## src/rtl/led_sequencer_pkg.sv

```systemverilog
// +-----------------------------------------------------------------------------+
// | Module   : led_sequencer_pkg                                                |
// | Brief    : Register map, CTRL field positions and FSM encodings shared by   |
// |            the LED sequencer files.                                         |
// | Revision : 1.0 - initial release                                            |
// +-----------------------------------------------------------------------------+
`default_nettype none

package led_sequencer_pkg;

    localparam logic [3:0] c_addr_ctrl      = 4'd0;
    localparam logic [3:0] c_addr_period    = 4'd1;
    localparam logic [3:0] c_addr_direct    = 4'd2;
    localparam logic [3:0] c_addr_slot_base = 4'd8;

    localparam int c_ctrl_run     = 0;
    localparam int c_ctrl_loop    = 1;
    localparam int c_ctrl_bounce  = 2;
    localparam int c_ctrl_last_lo = 4;
    localparam int c_ctrl_last_hi = 6;

    // ADVANCE is a combinational decision, so it has no encoding of its own
    typedef enum logic [1:0] {
        S_IDLE = 2'd0,
        S_EMIT = 2'd1,
        S_HOLD = 2'd2
    } seq_state_t;

endpackage

`default_nettype wire

```

## src/rtl/led_seq_timer.sv

```systemverilog
// +-----------------------------------------------------------------------------+
// | Module   : led_seq_timer                                                    |
// | Brief    : Loadable down-counter with a zero flag; paces the HOLD state.    |
// | Revision : 1.0 - initial release                                            |
// +-----------------------------------------------------------------------------+
`default_nettype none

module led_seq_timer #(
    parameter int PER_W = 16
) (
    input  logic             clk,
    input  logic             rst,
    input  logic             load,
    input  logic             dec,
    input  logic [PER_W-1:0] load_val,
    output logic             zero
);

    logic [PER_W-1:0] r_cnt;

    always_ff @(posedge clk) begin
        if (rst) begin
            r_cnt <= '0;
        end else if (load) begin
            r_cnt <= load_val;
        end else if (dec && (r_cnt != '0)) begin
            r_cnt <= r_cnt - PER_W'(1);
        end
    end

    assign zero = (r_cnt == '0);

endmodule

`default_nettype wire

```

## src/rtl/led_sequencer.sv

```systemverilog
// +-----------------------------------------------------------------------------+
// | Module   : led_sequencer                                                    |
// | Brief    : Bus-mapped pattern sequencer driving the LED register write port,|
// |            with DIRECT CPU writes taking priority. Define LEDSEQ_BOUNCE_EN  |
// |            to enable ping-pong (bounce) index order.                        |
// | Revision : 1.0 - initial release                                            |
// +-----------------------------------------------------------------------------+
`default_nettype none

module led_sequencer
    import led_sequencer_pkg::*;
#(
    parameter int DEPTH = 8,
    parameter int PER_W = 16
) (
    input  logic        clk,
    input  logic        rst,
    input  logic        en,
    input  logic        wr_en,
    input  logic [3:0]  addr,
    input  logic [15:0] data,
    output logic [15:0] rd_data,
    output logic        led_en,
    output logic        led_wr_en,
    output logic [15:0] led_data,
    output logic        busy
);

    localparam int         c_idx_w     = $clog2(DEPTH);
    localparam logic [2:0] c_last_mask = 3'(DEPTH - 1);

    seq_state_t       r_state;
    logic             r_run;
    logic             r_loop;
    logic [2:0]       r_last;
    logic [PER_W-1:0] r_period;
    logic [7:0]       r_slot [DEPTH];
    logic [c_idx_w-1:0] r_idx;
    logic             r_busy;
    logic             r_dpend;
    logic [7:0]       r_dval;
    logic             r_led_en;
    logic [7:0]       r_led_byte;
    logic [15:0]      r_rd_data;

    logic               w_wr, w_rd, w_ctrl_wr, w_period_wr, w_direct_wr;
    logic               w_slot_sel, w_slot_wr;
    logic [c_idx_w-1:0] w_slot_idx;
    logic [c_idx_w-1:0] w_last;
    logic               w_bounce_bit;
    logic [15:0]        w_rd_val;
    logic               w_halt, w_emit_go, w_long, w_hold_done, w_advance;
    logic               w_tmr_load, w_tmr_dec, w_tmr_zero;
    logic [PER_W-1:0]   w_tmr_val;
    logic [c_idx_w-1:0] w_norm_idx, w_adv_idx;
    logic               w_norm_stop, w_adv_stop;

`ifdef LEDSEQ_BOUNCE_EN
    logic r_bounce;
    logic r_dir;     // 0 = counting up, 1 = counting down
    logic w_adv_dir;
    assign w_bounce_bit = r_bounce;
`else
    assign w_bounce_bit = 1'b0;
`endif

    assign w_wr        = en && wr_en;
    assign w_rd        = en && !wr_en;
    assign w_ctrl_wr   = w_wr && (addr == c_addr_ctrl);
    assign w_period_wr = w_wr && (addr == c_addr_period);
    assign w_direct_wr = w_wr && (addr == c_addr_direct);
    assign w_slot_sel  = addr[3] && ({1'b0, addr[2:0]} < 4'(DEPTH));
    assign w_slot_wr   = w_wr && w_slot_sel;
    assign w_slot_idx  = addr[c_idx_w-1:0];
    assign w_last      = r_last[c_idx_w-1:0];

    always_comb begin
        w_rd_val = 16'h0000;
        if (addr == c_addr_ctrl) begin
            w_rd_val = {r_busy, 4'b0000, 3'(r_idx), 1'b0, r_last, 1'b0,
                        w_bounce_bit, r_loop, r_run};
        end else if (addr == c_addr_period) begin
            w_rd_val = 16'(r_period);
        end else if (w_slot_sel) begin
            w_rd_val = {8'h00, r_slot[w_slot_idx]};
        end
    end

    // RUN=0 written to CTRL overrides any pending sequencer action this edge
    assign w_halt      = w_ctrl_wr && !data[c_ctrl_run];
    assign w_emit_go   = (r_state == S_EMIT) && !r_dpend && !w_halt;
    assign w_long      = (r_period > PER_W'(1));
    assign w_hold_done = (r_state == S_HOLD) && w_tmr_zero && !w_halt;
    assign w_advance   = (w_emit_go && !w_long) || w_hold_done;
    assign w_tmr_load  = w_emit_go && w_long;
    assign w_tmr_dec   = (r_state == S_HOLD);
    assign w_tmr_val   = r_period - PER_W'(2);

    always_comb begin
        w_norm_idx  = r_idx + c_idx_w'(1);
        w_norm_stop = 1'b0;
        if (r_idx >= w_last) begin
            w_norm_idx  = '0;
            w_norm_stop = !r_loop;
        end
    end

`ifdef LEDSEQ_BOUNCE_EN
    always_comb begin
        w_adv_idx  = w_norm_idx;
        w_adv_stop = w_norm_stop;
        w_adv_dir  = 1'b0;
        if (r_loop && r_bounce) begin
            w_adv_stop = 1'b0;
            w_adv_dir  = r_dir;
            if (w_last == '0) begin
                w_adv_idx = '0;
                w_adv_dir = 1'b0;
            end else if (!r_dir) begin
                if (r_idx >= w_last) begin
                    w_adv_idx = w_last - c_idx_w'(1);
                    w_adv_dir = 1'b1;
                end else begin
                    w_adv_idx = r_idx + c_idx_w'(1);
                end
            end else if (r_idx == '0) begin
                w_adv_idx = c_idx_w'(1);
                w_adv_dir = 1'b0;
            end else begin
                w_adv_idx = ((r_idx > w_last) ? w_last : r_idx) - c_idx_w'(1);
            end
        end
    end
`else
    assign w_adv_idx  = w_norm_idx;
    assign w_adv_stop = w_norm_stop;
`endif

    led_seq_timer #(
        .PER_W    (PER_W)
    ) u_timer (
        .clk      (clk),
        .rst      (rst),
        .load     (w_tmr_load),
        .dec      (w_tmr_dec),
        .load_val (w_tmr_val),
        .zero     (w_tmr_zero)
    );

    always_ff @(posedge clk) begin
        if (rst) begin
            r_state    <= S_IDLE;
            r_run      <= 1'b0;
            r_loop     <= 1'b0;
            r_last     <= 3'd0;
            r_period   <= '0;
            r_idx      <= '0;
            r_busy     <= 1'b0;
            r_dpend    <= 1'b0;
            r_dval     <= 8'h00;
            r_led_en   <= 1'b0;
            r_led_byte <= 8'h00;
            r_rd_data  <= 16'h0000;
            for (int i = 0; i < DEPTH; i++) r_slot[i] <= 8'h00;
`ifdef LEDSEQ_BOUNCE_EN
            r_bounce   <= 1'b0;
            r_dir      <= 1'b0;
`endif
        end else begin
            r_led_en <= 1'b0;
            r_dpend  <= w_direct_wr;
            if (w_direct_wr) r_dval <= data[7:0];
            if (w_rd) r_rd_data <= w_rd_val;
            if (w_period_wr) r_period <= data[PER_W-1:0];
            if (w_slot_wr) r_slot[w_slot_idx] <= data[7:0];
            if (w_ctrl_wr) begin
                r_run  <= data[c_ctrl_run];
                r_loop <= data[c_ctrl_loop];
                r_last <= data[c_ctrl_last_hi:c_ctrl_last_lo] & c_last_mask;
`ifdef LEDSEQ_BOUNCE_EN
                r_bounce <= data[c_ctrl_bounce];
`endif
            end

            // A DIRECT request always owns the write port; EMIT simply waits
            if (r_dpend) begin
                r_led_en   <= 1'b1;
                r_led_byte <= r_dval;
            end else if (w_emit_go) begin
                r_led_en   <= 1'b1;
                r_led_byte <= r_slot[r_idx];
            end

            if (w_halt) begin
                r_state <= S_IDLE;
                r_busy  <= 1'b0;
            end else begin
                case (r_state)
                    S_IDLE: begin
                        if (w_ctrl_wr && data[c_ctrl_run]) begin
                            r_idx   <= '0;
                            r_state <= S_EMIT;
                            r_busy  <= 1'b1;
`ifdef LEDSEQ_BOUNCE_EN
                            r_dir   <= 1'b0;
`endif
                        end
                    end
                    S_EMIT, S_HOLD: begin
                        if (w_tmr_load) begin
                            r_state <= S_HOLD;
                        end else if (w_advance) begin
                            if (w_adv_stop) begin
                                r_run   <= 1'b0;
                                r_state <= S_IDLE;
                                r_busy  <= 1'b0;
                            end else begin
                                r_idx   <= w_adv_idx;
                                r_state <= S_EMIT;
`ifdef LEDSEQ_BOUNCE_EN
                                r_dir   <= w_adv_dir;
`endif
                            end
                        end
                    end
                    default: begin
                        r_state <= S_IDLE;
                        r_busy  <= 1'b0;
                    end
                endcase
            end
        end
    end

    assign rd_data   = r_rd_data;
    assign led_en    = r_led_en;
    assign led_wr_en = r_led_en;
    assign led_data  = {8'h00, r_led_byte};
    assign busy      = r_busy;

endmodule

`default_nettype wire

```

## config.mk

```make
export PLATFORM = sky130hd
export DESIGN_NAME = led_sequencer
export DESIGN_NICKNAME = d
export VERILOG_FILES = /design/src/rtl/led_sequencer_pkg.sv /design/src/rtl/led_seq_timer.sv /design/src/rtl/led_sequencer.sv
export SDC_FILE = /design/constraint.sdc
export NUM_CORES = 1
export LEC_CHECK = 0
export BUFFER_PORTS_ARGS = -buffer_cell sky130_fd_sc_hd__buf_4
export CAP_MARGIN = 20
export CORE_AREA = 2 2 120 122
export CTS_BUF_LIST = sky130_fd_sc_hd__clkbuf_16
export CTS_CLUSTER_SIZE = 25
export DETAILED_ROUTE_END_ITERATION = 7
export DIE_AREA = 0 0 122 124
export PLACE_DENSITY = 0.73
export SLEW_MARGIN = 20
export SYNTH_ARGS = -nofsm -noshare
export SYNTH_HDL_FRONTEND = slang
export SYNTH_SLANG_ARGS = --single-unit
```

## constraint.sdc

```tcl
create_clock -name clk -period 6 [get_ports clk]
set_input_delay 0.9 -clock clk [delete_from_list [all_inputs] [get_ports clk]]
set_output_delay 0.9 -clock clk [all_outputs]
set_load 0.05 [all_outputs]
```

==> flow_summary.yaml <==
status:
  status: "finished clean"
placement:
  post-place-ws_ns: 2.84
  gp_congestion: 0.903
  dpl_cell_area_um2: 7820
  io_buffers: 50
  hpwl_um: 13300
cts:
  clk_pin_slew_worst_paths_ns: 0.06
  cts-root-buf: "clkbuf_16"
  h-tree-depth: 4
  clk_latency_ns: 0.43
  numCtsBuffers: 17
  cts-hold-fix-buffers: 0
  clk_path_buf_depth: 2
  cts_tree: "done"
  postCtsSetupRepairBufs: 0
  clock_sinks: 144
  ctsResizeCount: 0
synth:
  async_flop_share: 0
  synth-main-ff-cell: "dfxtp_1"
  yosys.area.top_type_share: 0.259
  synth_edf_count: 64
  synth_area_leader_cell: "edfxtp_1"
  ys_warn_count: 0
  synth_area_leaders: "edfxtp_1 26%, dfxtp_1 22%, mux4_2 9.7%"
  synth_seq_area_share: 0.476
  syn_area_um2: 7410
  syn_area_per_cell_um2: 10.5
  syn_inst: 707
  synthDistinctLibCells: 58
  yosys_register_bits: 144
layout:
  final_cell_mix: "79 x dfxtp_1, 65 x and2_1, 64 x nand2_1, 64 x edfxtp_1, 61 x nor2_1"
  n_antenna_cell: 0
  final_common_cell: "dfxtp_1"
  final_net_count: 767
  fin_area_um2: 8430
  syn2layout_area_growth_pct: 13.8
  drive_gt1_frac: 0.187
sta:
  worst_pin_slew_ns: 1.07
  min_period_ns: 2.75
  fin_crit_sh: 0.459
  slew-limit-headroom: 0.280
  slew_viol_final: 0
  hold_viol: 0
  finClkSkew_ns: 0.00708
  tns_ns: 0
  rsz0062_at_grt: "no"
  setup_viol: 0
  worst_slack_ns: 3.25
  fmax_ghz: 0.363
critical_path:
  crit_path_end_kind: "flip-flop"
  arrival_ns: 3.10
  crit_start: "u_timer.r_cnt[1]"
  r2r_end: "r_state[0]"
  critPathMaxFanout: 6
  required_ns: 6.35
  startpoint_type: "flip-flop"
  path_class: "reg -> reg"
  ff2ff_setup_slack_ns: 3.25
  reg2regPathDepth: 8
  rr_startpoint: "u_timer.r_cnt[1]"
power:
  p_sw_uw: 598
  sw_frac_of_total: 0.248
  pwr-share-comb: 0.101
  p_seq_frac: 0.453
  max-vdd-ir-drop_uv: 271
  power.internal_uw: 1810
  clkPwrFrac: 0.446
  leakage_uw: 0.00309
  p_per_area_nw_per_um2: 285
detailed_routing:
  ant_nets: 0
  first_pass_iters: 7
  post_drt_wl_per_cell_um: 20.2
  initialDrtViolationCount: 559
  vias: 5614
  drc: 0
  drt-total-wl_um: 18700
  vias_per_cell: 6.07
hold_path:
  min-delay-start: "rd_data[13]"
  hold_path_depth: 2
  min_to: "rd_data[13]"
  hold_path.class: "reg -> reg"
global_route:
  grt_usage: 0.262
  grt_overflow: 0
  use_met3: 0.0595
  grt_pass1_vias: 5527
  globalRouteMet1Util: 0.323
  antenna_found_initial: 0
  use_met2: 0.444
  grt_pass1_wl_um: 29600
  grt.busiest_layer: "met2"
  grt_max_degree: 72
floorplanning:
  die_h_um: 124
  num_rows: 43
  die_area_um2: 15100
  start_util: 0.540
  die_w_um: 122
  core_um2: 13700
  ios: 59
run:
  cap_viol_max_count: 0
## flip-flops by register name, indices dropped and copies added (netlist names), named ones only
name and cells:
r_slot 64, r_led_byte 8, r_period 16, r_loop 1, led_en 1, r_dval 8, r_last 3, r_dpend 1
r_state 2, r_idx 3, busy 1, u_timer.r_cnt 16, rd_data 16, r_run 1
## cells by family (layout without fill, tap and decap cells)
family                     after synthesis  after routing  share of synthesized area
muxes                                   69             69                      0.149
adders and majority gates               11             11                     0.0186
AOI/OAI and AO/OA                      115            115                     0.0949
xor gates and xnor gates                25             25                     0.0296
and+or+nand+nor                        276            276                      0.193
buffers and inverters                   66             97                     0.0390
DFF                                    144            144                      0.476
other                                    1              8                   0.000506
## cell type report
type,instances,area [um^2]
Sequential cell,144,3520
Tap cell,180,225
Inverter,13,48.8
Clock inverter,13,131
Fill cell,1094,5290
Clock buffer,19,475
Multi-Input combinational cell,504,3640
Timing Repair Buffer,52,390
## power by group through the flow
| stage | combinational [uW] | clock (uW) | sequential [uW] |
|---|---|---|---|
| floorplan | 150 | 0 | 1120 |
| global placement | 234 | 0 | 1110 |
| detailed placement | 238 | 0 | 1110 |
| CTS | 241 | 1080 | 1090 |
| global route | 260 | 1120 | 1090 |
| finish | 243 | 1070 | 1090 |
## Yosys cell counts, types with 14 or more instances
| cell | number |
|---|---|
| mux4_2 | 32 |
| clkbuf_1 | 38 |
| o21ai_0 | 20 |
| nand2_1 | 64 |
| a21oi_1 | 54 |
| and2_1 | 65 |
| dfxtp_1 | 80 |
| edfxtp_1 | 64 |
| nor3_1 | 26 |
| xor2_1 | 14 |
| mux2i_1 | 29 |
| nor2_1 | 61 |
## through the flow
step                 util  std cells  hold slack, ns  power, uW
floorplan               -        714           0.444       1270
global placement    0.570        893           0.449       1340
detailed placement  0.570        893           0.452       1350
CTS                 0.614        925           0.460       2410
global route        0.615        925           0.480       2470
finish              0.615        925           0.457       2410
## how the worst max path moves through the flow
stage	slack, ns	endpoint
after floorplan	3.18	r_idx[2]
after global placement	2.91	r_idx[2]
after detailed placement	2.84	r_idx[2]
after CTS	3.27	r_state[0]
after global routing	3.09	r_idx[2]
final	3.25	r_state[0]
## metal layers
layer	share of wire	wire length [um]
met4	0.037	687
met3	0.072	1350
met5	0	0
met2	0.50	9440
met1	0.39	7240
## worst max-delay path, stage by stage (launching register included)
cell	delay, ns
dfxtp_1	0.31
inv_1	0.10
ha_1	0.16
or4b_2	0.69
or3_1	0.51
nor4_1	0.23
o31ai_1	0.16
or3_1	0.37
a21boi_0	0.15
Note: power is estimated with default switching activity, not from simulation.
